**src/rtl/uart_packet_rx.sv**
```systemverilog
// uart_packet_rx: 8N1 UART receiver that frames bytes into fixed-length scene packets.
// Define PKT_CHECKSUM_EN to expect one trailing mod-256 checksum byte per packet.
module uart_packet_rx #(
  parameter int CLKS_PER_BIT = 217,
  parameter int PKT_LEN      = 60,
  parameter int TIMEOUT_BITS = 32
) (
  input  logic       clk,
  input  logic       reset,
  input  logic       rx,
  output logic [7:0] read_data,
  output logic [6:0] idx,
  output logic       update_reg,
  output logic       pc_ready,
  output logic       frame_err,
  output logic       busy
);
  localparam int            CW        = $clog2(CLKS_PER_BIT);
  localparam int            TO_CYCLES = TIMEOUT_BITS * CLKS_PER_BIT;
  localparam int            TW        = $clog2(TO_CYCLES + 1);
  localparam logic [CW-1:0] HALF_M1   = CW'(CLKS_PER_BIT / 2 - 1);
  localparam logic [CW-1:0] FULL_M1   = CW'(CLKS_PER_BIT - 1);
  localparam logic [TW-1:0] TO_M1     = TW'(TO_CYCLES - 1);
  localparam logic [6:0]    LAST_IDX  = 7'(PKT_LEN - 1);

  typedef enum logic [1:0] {S_IDLE, S_START, S_DATA, S_STOP} state_t;

  state_t        r_state;
  state_t        w_state_next;
  logic          r_rx_meta;
  logic          r_rx_sync;
  logic          r_rx_prev;
  logic [CW-1:0] r_clk_cnt;
  logic [2:0]    r_bit_cnt;
  logic [7:0]    r_shift;
  logic [6:0]    r_count;
  logic [TW-1:0] r_to_cnt;
  logic [7:0]    r_read_data;
  logic [6:0]    r_idx;
  logic          r_update;
  logic          r_pc_ready;
  logic          r_frame_err;
  logic          w_tick;
  logic          w_start_det;
  logic          w_accept;
  logic          w_bad_stop;
  logic          w_to_run;
  logic          w_to_expire;
`ifdef PKT_CHECKSUM_EN
  localparam logic [6:0] CSUM_IDX = 7'(PKT_LEN);
  logic [7:0] r_sum;
  logic [7:0] w_sum_total;
  assign w_sum_total = r_sum + r_shift;
`else
  logic r_pc_pend;
`endif

  // NOTE: every output of a combinational block gets a default first, so no path can infer a latch.
  always_comb begin
    w_state_next = r_state;
    w_tick       = 1'b0;
    w_start_det  = 1'b0;
    case (r_state)
      S_IDLE: begin
        if (r_rx_prev && !r_rx_sync) begin
          w_start_det  = 1'b1;
          w_state_next = S_START;
        end
      end
      S_START: begin
        if (r_clk_cnt == HALF_M1) begin
          w_tick       = 1'b1;
          w_state_next = r_rx_sync ? S_IDLE : S_DATA;
        end
      end
      S_DATA: begin
        if (r_clk_cnt == FULL_M1) begin
          w_tick = 1'b1;
          if (r_bit_cnt == 3'd7) w_state_next = S_STOP;
        end
      end
      S_STOP: begin
        if (r_clk_cnt == FULL_M1) begin
          w_tick       = 1'b1;
          w_state_next = S_IDLE;
        end
      end
      default: w_state_next = S_IDLE;
    endcase
  end

  assign w_accept    = (r_state == S_STOP) && w_tick && r_rx_sync;
  assign w_bad_stop  = (r_state == S_STOP) && w_tick && !r_rx_sync;
  assign w_to_run    = (r_state == S_IDLE) && (r_count != 7'd0) && !w_start_det;
  assign w_to_expire = w_to_run && (r_to_cnt == TO_M1);

  // NOTE: sequential state uses non-blocking assignments so every flop samples pre-edge values.
  always_ff @(posedge clk) begin
    if (reset) begin
      r_rx_meta <= 1'b1;
      r_rx_sync <= 1'b1;
      r_rx_prev <= 1'b1;
      r_state   <= S_IDLE;
      r_clk_cnt <= '0;
      r_bit_cnt <= 3'd0;
      r_shift   <= 8'd0;
    end else begin
      r_rx_meta <= rx;
      r_rx_sync <= r_rx_meta;
      r_rx_prev <= r_rx_sync;
      r_state   <= w_state_next;
      r_clk_cnt <= (r_state == S_IDLE || w_tick) ? '0 : r_clk_cnt + 1'b1;
      if (r_state != S_DATA) r_bit_cnt <= 3'd0;
      else if (w_tick)       r_bit_cnt <= r_bit_cnt + 3'd1;
      if (r_state == S_DATA && w_tick) r_shift <= {r_rx_sync, r_shift[7:1]};
    end
  end

  always_ff @(posedge clk) begin
    if (reset) begin
      r_count     <= 7'd0;
      r_to_cnt    <= '0;
      r_read_data <= 8'd0;
      r_idx       <= 7'd0;
      r_update    <= 1'b0;
      r_pc_ready  <= 1'b0;
      r_frame_err <= 1'b0;
`ifdef PKT_CHECKSUM_EN
      r_sum       <= 8'd0;
`else
      r_pc_pend   <= 1'b0;
`endif
    end else begin
      r_update    <= 1'b0;
      r_frame_err <= 1'b0;
`ifdef PKT_CHECKSUM_EN
      r_pc_ready  <= 1'b0;
`else
      // pc_ready trails the final update_reg by one cycle so the two never coincide.
      r_pc_ready  <= r_pc_pend;
      r_pc_pend   <= 1'b0;
`endif
      r_to_cnt <= (!w_to_run || w_to_expire) ? '0 : r_to_cnt + 1'b1;

      if (w_bad_stop) begin
        r_frame_err <= 1'b1;
        r_count     <= 7'd0;
      end else if (w_accept) begin
`ifdef PKT_CHECKSUM_EN
        if (r_count == CSUM_IDX) begin
          r_count <= 7'd0;
          if (w_sum_total == 8'd0) r_pc_ready  <= 1'b1;
          else                     r_frame_err <= 1'b1;
        end else begin
          r_read_data <= r_shift;
          r_idx       <= r_count;
          r_update    <= 1'b1;
          r_sum       <= (r_count == 7'd0) ? r_shift : w_sum_total;
          r_count     <= r_count + 7'd1;
        end
`else
        r_read_data <= r_shift;
        r_idx       <= r_count;
        r_update    <= 1'b1;
        if (r_count == LAST_IDX) begin
          r_count   <= 7'd0;
          r_pc_pend <= 1'b1;
        end else begin
          r_count   <= r_count + 7'd1;
        end
`endif
      end else if (w_to_expire) begin
        r_count <= 7'd0;
      end
    end
  end

  assign read_data  = r_read_data;
  assign idx        = r_idx;
  assign update_reg = r_update;
  assign pc_ready   = r_pc_ready;
  assign frame_err  = r_frame_err;
  assign busy       = (r_state != S_IDLE) || (r_count != 7'd0);

endmodule

```
**config.mk**
```make
export PLATFORM = sky130hd
export DESIGN_NAME = uart_packet_rx
export DESIGN_NICKNAME = d
export VERILOG_FILES = /design/src/rtl/uart_packet_rx.sv
export SDC_FILE = /design/constraint.sdc
export NUM_CORES = 1
export LEC_CHECK = 0
export ABC_CLOCK_PERIOD_IN_PS = 5900
export CAP_MARGIN = 20
export CELL_PAD_IN_SITES_DETAIL_PLACEMENT = 0
export CELL_PAD_IN_SITES_GLOBAL_PLACEMENT = 1
export CORE_ASPECT_RATIO = 0.75
export CORE_MARGIN = 2
export CORE_UTILIZATION = 47
export DETAILED_ROUTE_END_ITERATION = 8
export GPL_ROUTABILITY_DRIVEN = 1
export PLACE_DENSITY = 0.79
export SLEW_MARGIN = 20
export SYNTH_ARGS = -nofsm -noshare
export SYNTH_HDL_FRONTEND = slang
export SYNTH_SLANG_ARGS = --single-unit
```
**constraint.sdc**
```tcl
create_clock -name clk -period 5.9 [get_ports clk]
set_clock_uncertainty 0.2 [all_clocks]
set_input_delay 1.77 -clock clk [delete_from_list [all_inputs] [get_ports clk]]
set_output_delay 1.77 -clock clk [all_outputs]
set_load 0.01 [all_outputs]
```
Word level (Yosys, flattened, before mapping)
Index checks and enable logic that the tools add are counted.
{"block": "word_totals", "elab_cells": 79, "ff_bits": 63, "output_inout_bits": 19, "input_bits": 3}
{"block": "op_classes", "n_mux": 18, "reduce_logical": 26, "bitwise": 2, "eq_ne": 14, "add_sub_neg": 4}
{"op": "$mux 7", "count": 3}
{"op": "$add 13x1->13 const B", "count": 1}
{"op": "$eq 13x13->1 const B", "count": 1}
{"op": "$mux 2", "count": 6}
{"op": "$ne 2x2->1 const B", "count": 6}
{"op": "$reduce_or 2->1", "count": 5}
{"op": "$add 8x1->8 const B", "count": 1}
{"op": "$eq 8x7->1 const B", "count": 1}
{"op": "$eq 8x8->1 const B", "count": 1}
{"op": "$logic_and 1x1->1", "count": 8}
{"op": "$pmux 2 s4", "count": 1}
{"op": "$add 7x1->7 const B", "count": 1}
{"op": "$eq 7x6->1 const B", "count": 1}
{"op": "$mux 1", "count": 7}
{"op": "$reduce_bool 7->1", "count": 1}
{"op": "$reduce_and 5->1", "count": 1}
{"op": "$eq 2x2->1 const B", "count": 2}
{"op": "$reduce_bool 2->1", "count": 2}
{"op": "$add 3x1->3 const B", "count": 1}
{"op": "$eq 3x3->1 const B", "count": 1}
{"op": "$logic_not 1->1", "count": 3}
{"op": "$logic_or 1x1->1", "count": 3}
{"op": "$reduce_or 3->1", "count": 1}
{"op": "$eq 2x1->1 const B", "count": 1}
{"op": "4 further kinds", "count": 5}

Depth between registers and ports, before layout
Gate-level depths: netlist (run 1).
{"block": "logic_depth", "depth_word": 9, "mapped_depth": 7}

Least setup slack after synthesis (run 1)
No wires, ideal clock.
{"block": "synth_path", "path_type": "reg2out", "start": "register r_count[0]", "end": "output port busy", "path_buffers": 0, "slack_ns": 3.056, "arrival_ns": 0.874, "t_required_ns": 3.930, "path_stages_with_launch": 5, "path_cell_list": "dfxtp_1 -> inv_1 -> ha_1 -> nor2b_1 -> nand4_1"}
{"block": "synth_via", "elab_chain_cells": 2}
{"item": "start, declared", "line_no": "36", "text": "logic [6:0] r_count;"}
{"item": "start signal, assigned", "line_no": "169", "text": "r_count <= r_count + 7'd1;"}
{"item": "$reduce_bool 7->1", "line_no": "183", "text": "assign busy = (r_state != S_IDLE) || (r_count != 7'd0);"}
{"item": "$logic_or 1x1->1", "line_no": "183"}
{"item": "end, declared", "line_no": "16", "text": "output logic busy"}
No other way between the ends.

Worst setup path in the final report (run 1)
Same ends and word-level chain as after synthesis.

==> results of run 1 <==
power by group through the flow:
| stage | clock network, W | registers [W] | logic [W] |
|---|---|---|---|
| floorplan | 0 | 0.000437 | 0.00000853 |
| global placement | 0 | 0.000438 | 0.0000129 |
| detailed placement | 0 | 0.000438 | 0.0000129 |
| CTS | 0.000435 | 0.000428 | 0.0000129 |
| global route | 0.000454 | 0.000428 | 0.0000144 |
| finish | 0.000421 | 0.000428 | 0.0000128 |
per-layer routing:
layer	global-route usage	routed length, µm	part of all wire	vias to the layer above
li1	-	-	-	1070
met1	0.247	2610	0.52	923
met2	0.259	2120	0.42	34
met3	0.0765	250	0.050	6
met4	0.0471	50	0.0099	0
met5	0	0	0	-
cells in the final DEF, fill, tap and decap left out, types with 2 or more instances in the layout:
cell type        synthesis  routed
ha_1                     7       7
xnor2_1                  6       6
bufinv_16                0       2
xor2_1                  12      12
nor3_1                   4       4
nand2_1                 39      39
inv_1                   12      12
o211ai_1                 3       3
and3_1                   4       4
a211o_1                  2       2
a21oi_1                 23      23
a211oi_1                 2       2
nand4_1                  7       7
buf_4                    1       2
or2_2                    5       5
nand3b_1                 2       2
mux2i_1                  8       8
nand3_1                 13      13
clkdlybuf4s50_1          0      21
a311oi_1                 2       2
nor4_1                   3       3
a31oi_1                  5       5
clkbuf_8                 0      10
nor2b_1                  4       4
dfxtp_1                 63      63
clkinvlp_4               0       2
and2_1                   2       2
o21ai_0                  5       5
nor2_1                  37      37
area by class of cell:
type	count	area, µm²
fill	512	2270
multi-input combinational	211	1290
sequential	63	1260
timing repair buffer	23	225
clock buffer	10	138
tap	75	93.8
clock inverter	6	92.6
inverter	12	45.0
kinds of logic (layout without fill, tap and decap cells):
logic type      Yosys count  count (layout)
simple gates            129             129
flops                    63              63
compound gates           49              49
buf+inv                  25              51
xor+xnor                 18              18
mux                       8               8
fa+ha+maj                 7               7
worst max path at each step:
stage                          start           end  slack (ps)  depth (start not counted)
after floorplan           r_count[0]          busy        3060                          4
after global placement         reset  r_to_cnt[11]        2360                          5
after detailed placement       reset   r_to_cnt[6]        2330                          5
after CTS                 r_count[0]          busy        2110                          5
after global routing      r_count[1]          busy        2000                          5
final                     r_count[0]          busy        2120                          5
worst max-delay path: stages (launching register included):
cell and delay, ps:
dfxtp_1 410, inv_1 80, ha_1 190, nor2b_1 140
nand4_1 110, clkdlybuf4s50_1 540
through the flow:
| step | worst slack (ps) | area, µm² | util | cells | power [W] |
|---|---|---|---|---|---|
| final | 2120 | 3140 | 0.581 | 400 | 0.000862 |
| after global routing | 2000 | 3140 | 0.581 | 400 | 0.000896 |
| after CTS | 2110 | 3140 | 0.581 | 400 | 0.000876 |
| after floorplan | 3060 | 2660 | - | 299 | 0.000446 |
| after detailed placement | 2330 | 2910 | 0.538 | 384 | 0.000451 |
| after global placement | 2360 | 2910 | 0.538 | 384 | 0.000451 |
==> impl_metrics.csv, run 1 <==
group,metric,value,unit
cts,clkLatencyLatePin,340,ps
power_and_ir_drop,p_sw,0.000179,W
timing,relSlewSlack,0.477,
timing,setup-tns-final,0,ps
power_and_ir_drop,p_int,0.000682,W
timing,report.final.hold_viol_count,0,
hold_path,hold_class,"flop to flop",
setup_path,r2r-end,"r_count[6]",
cts,postCtsHoldBufs,0,
timing,slew_violations,0,
timing,fin_crit_sh,0.641,
power_and_ir_drop,leakagePower,1.06,nW
global_route,antenna_found_initial,0,
timing,tightestPinTransition,775,ps
finish,layout-drive-gt1-share,0.0892,
setup_path,rr_worst_depth,7,
cts,clk_path_buf_depth,2,
synthesis,ys_seq_area_frac,0.474,
floorplan,die_h,69.1,µm
setup_path,worstPathRequired,3930,ps
power_and_ir_drop,power_density,274,nW/µm²
global_route,grt_overflow,0,
placement,dp_hpwl,3320,µm
floorplan,initial_core_util,0.491,
synthesis,ys_warn_count,0,
power_and_ir_drop,seqPwrFrac,0.497,
synthesis,synth-simple-area-share,0.244,
synthesis,yosys-top-cells-count,"63 x dfxtp_1, 39 x nand2_1, 37 x nor2_1",
synthesis,yosys-mux-area-fraction,0.0301,
outcome,status,"completed",
synthesis,synthDistinctLibCells,44,
synthesis,synthAdderAreaFrac,0.0329,
global_route,track_usage,0.179,
hold_path,min_from,"r_rx_meta",
cts,cts_setup_buffers,0,
setup_path,r2r-start,"r_clk_cnt[0]",
global_route,grt_pass1_vias,1947,
setup_path,critPathKind,"flop to output pin",
finish,finalNetCount,330,
synthesis,synth_top_cell_area_share,0.474,
power_and_ir_drop,p_clk_frac,0.488,
detailed_routing,drc,0,
synthesis,ys_async_sr_fraction,0,
timing,fmax,265,MHz
synthesis,yosysMostFrequentCell,"dfxtp_1",
detailed_routing,drt_pass1_iterations,4,
finish,diodes,0,
setup_path,arrival,1810,ps
global_route,grt_first_pass_wirelength,9080,µm
finish,area_delta_synth_final,18.2,%
cts,cts_sinks,63,
cts,clkSlewWorstSetupHoldPaths,70,ps
synthesis,ys_ff_latch,63,
setup_path,endpoint_kind,"output pin",
floorplan,dieArea,6280,µm²
timing,fin_crit,3780,ps
timing,finalSetupViolations,0,
timing,rsz0062_at_grt,"false",
detailed_routing,antenna_left,0,
synthesis,syn_inst,299,
setup_path,reg2reg_slack,3180,ps
synthesis,synth_compound_area_frac,0.117,
floorplan,rows,23,
cts,cts_resized,0,
synthesis,synth_top_cell_by_area,"dfxtp_1",
cts,cts.htree.levels,3,
power_and_ir_drop,ir_worst_vdd,0.149,mV
synthesis,synth_top_family_by_area,"simple AND/OR/NAND/NOR gates",
timing,fin_hold_ws,211,ps
hold_path,hold_end,"r_rx_sync",
job,drv_cap,0,
finish,regMostFlops,"r_to_cnt",
detailed_routing,drt-wirelength-per-cell,12.6,µm
detailed_routing,via_per_inst,5.08,
synthesis,syn_nets,309,
synthesis,yosys.area_share.xor_xnor,0.0593,
cts,root_buffer,"clkbuf_8",
placement,gp_congestion,0.754,
synthesis,synth.area.top_cells,"dfxtp_1 47%, nand2_1 5.5%, nor2_1 5.2%",
cts,cts_tree,"yes",
global_route,grt_max_degree,35,
setup_path,critPathMaxFanout,6,
detailed_routing,wl,5030,µm
floorplan,io_pins,22,
power_and_ir_drop,combPwrFrac,0.015,
floorplan,core,5410,µm²
finish,largest_reg_flops,13,
synthesis,ys.flop_type,"dfxtp_1",
placement,port_buffers,21,
synthesis,synth-edff-count,0,
detailed_routing,num_vias,2033,
setup_path,startpoint_type,"flop",
synthesis,syn_area_per_cell,8.89,µm²
hold_path,min_path_cells,1,
power_and_ir_drop,swShare,0.208,
synthesis,syn-cell-area,2660,µm²
floorplan,die_w,90.9,µm
cts,numCtsBuffers,9,
detailed_routing,dr.first_iter.drc_count,61,
Power figures use the tool's default switching activity.
==> run 2: changes to the inputs <==
--- a/config.mk
+++ b/config.mk
@@ -5,16 +5,16 @@
 export SDC_FILE = /design/constraint.sdc
 export NUM_CORES = 1
 export LEC_CHECK = 0
-export ABC_CLOCK_PERIOD_IN_PS = 5900
+export ABC_CLOCK_PERIOD_IN_PS = 3600
 export CAP_MARGIN = 20
 export CELL_PAD_IN_SITES_DETAIL_PLACEMENT = 0
 export CELL_PAD_IN_SITES_GLOBAL_PLACEMENT = 1
 export CORE_ASPECT_RATIO = 0.75
 export CORE_MARGIN = 2
-export CORE_UTILIZATION = 47
+export CORE_UTILIZATION = 43
 export DETAILED_ROUTE_END_ITERATION = 8
 export GPL_ROUTABILITY_DRIVEN = 1
-export PLACE_DENSITY = 0.79
+export PLACE_DENSITY = 0.73
 export SLEW_MARGIN = 20
 export SYNTH_ARGS = -nofsm -noshare
 export SYNTH_HDL_FRONTEND = slang
==> constraint.sdc (replaced) <==
create_clock -name clk -period 3.6 [get_ports clk]
set_clock_uncertainty 0.2 [all_clocks]
set_input_delay 1.08 -clock clk [delete_from_list [all_inputs] [get_ports clk]]
set_output_delay 1.08 -clock clk [all_outputs]
set_load 0.01 [all_outputs]
==> impl_metrics.csv, run 2 (same netlist as run 1, synthesis figures left out) <==
group,metric,value,unit
outcome,status,"completed",
finish,diodes,0,
power_and_ir_drop,ir_worst_vdd,0.220,mV
detailed_routing,wl,5210,µm
finish,stdcell_count,403,
floorplan,core,5890,µm²
finish,final_cell_mix,"63 x dfxtp_1, 39 x nand2_1, 37 x nor2_1",
detailed_routing,num_vias,2074,
hold_path,hold_class,"flop to flop",
cts,clkSlewWorstSetupHoldPaths,80,ps
timing,fin_crit,3120,ps
global_route,grt_max_degree,34,
setup_path,endpoint_kind,"output pin",
timing,fmax,320,MHz
placement,gp_congestion,0.748,
timing,tightestPinTransition,838,ps
floorplan,die_w,94.8,µm
detailed_routing,drt_pass1_iterations,4,
power_and_ir_drop,power_density,452,nW/µm²
setup_path,critPathMaxFanout,6,
floorplan,rows,24,
cts,clkLatencyLatePin,340,ps
global_route,grt_pass1_vias,1814,
placement,port_buffers,21,
cts,root_buffer,"clkbuf_8",
cts,cts_sinks,63,
setup_path,critPathTopFamily,"buffers and inverters",
placement,placed_area,2920,µm²
setup_path,crit_chain,"inv_1 > ha_1 > nor2b_1 > nand4_1 > clkdlybuf4s50_1",
setup_path,arrival,1840,ps
setup_path,crit_slowest_cell,"clkdlybuf4s50_1",
timing,fin_crit_sh,0.867,
detailed_routing,via_per_inst,5.15,
floorplan,initial_core_util,0.452,
global_route,track_usage,0.170,
cts,cts_setup_buffers,0,
job,drv_cap,0,
setup_path,cpPeakStageDelay,550,ps
detailed_routing,dr.first_iter.drc_count,82,
global_route,grt_overflow,0,
placement,post-place-cells,387,
setup_path,critPathKind,"flop to output pin",
timing,setup-tns-final,0,ps
finish,finalNetCount,330,
timing,relSlewSlack,0.435,
timing,report.final.hold_viol_count,0,
finish,area_delta_synth_final,18.3,%
floorplan,die_h,72.1,µm
setup_path,startpoint_type,"flop",
setup_path,path_buf_inv,2,
detailed_routing,antenna_left,0,
cts,cts_resized,0,
floorplan,io_pins,22,
finish,layout-drive-gt1-share,0.0892,
finish,final_common_cell,"dfxtp_1",
detailed_routing,drc,0,
timing,fin_hold_ws,212,ps
timing,finalSetupViolations,0,
cts,postCtsHoldBufs,0,
global_route,grt_first_pass_wirelength,8870,µm
placement,dp_hpwl,3430,µm
finish,regMostFlops,"r_to_cnt",
detailed_routing,drt-wirelength-per-cell,12.9,µm
setup_path,worstPathRequired,2320,ps
cts,cts_tree,"yes",
power_and_ir_drop,leakagePower,1.06,nW
cts,numCtsBuffers,9,
global_route,antenna_found_initial,0,
finish,largest_reg_flops,13,
timing,slew_violations,0,
finish,design_area,3150,µm²
timing,rsz0062_at_grt,"false",
cts,clk_path_buf_depth,2,
floorplan,dieArea,6840,µm²
cts,cts.htree.levels,3,
-- run 2: cell counts in the layout (fill, tap and decap cells not counted) --
No cell type changed its count.
-- run 2: layout make-up --
| type | count | area [µm²] |
|---|---|---|
| Timing Repair Buffer | 23 | 225 |
| Clock buffer | 10 | 138 |
| Tap cell | 78 | 97.6 |
| Fill cell | 574 | 2740 |
| Inverter | 12 | 45.0 |
| Clock inverter | 6 | 92.6 |
| Sequential cell | 63 | 1260 |
| Multi-Input combinational cell | 211 | 1290 |
-- run 2: power breakdown --
group,switching (W),internal [W],total (W)
logic,0.0000133,0.00000791,0.0000212
registers,0.00000273,0.000699,0.000702
clock network,0.000287,0.000412,0.000699
-- run 2: layer usage --
metal / share of wire / global-route usage / up-vias
met1: 0.53 / 0.247 / 959
met3: 0.044 / 0.0748 / 5
met5: 0 / 0 / -
met2: 0.41 / 0.222 / 41
met4: 0.012 / 0.0580 / 0
li1: - / - / 1069
-- run 2: worst paths after layout --
kind / slack (ps) / end / depth (start not counted) / from
max: 480 / busy / 5 / r_count[0]
min: 210 / r_rx_sync / 1 / r_rx_meta
max reg2reg: 910 / r_count[6] / 6 / r_clk_cnt[0]
min reg2reg: 210 / r_rx_sync / 1 / r_rx_meta
-- run 2: per-stage QoR --
step / worst slack (ps) / utilization / total power (W)
after floorplan: 1450 / - / 0.000731
after global placement: 845 / 0.495 / 0.000739
after detailed placement: 836 / 0.495 / 0.000739
after CTS: 456 / 0.534 / 0.00144
after global routing: 365 / 0.534 / 0.00148
final: 479 / 0.534 / 0.00142
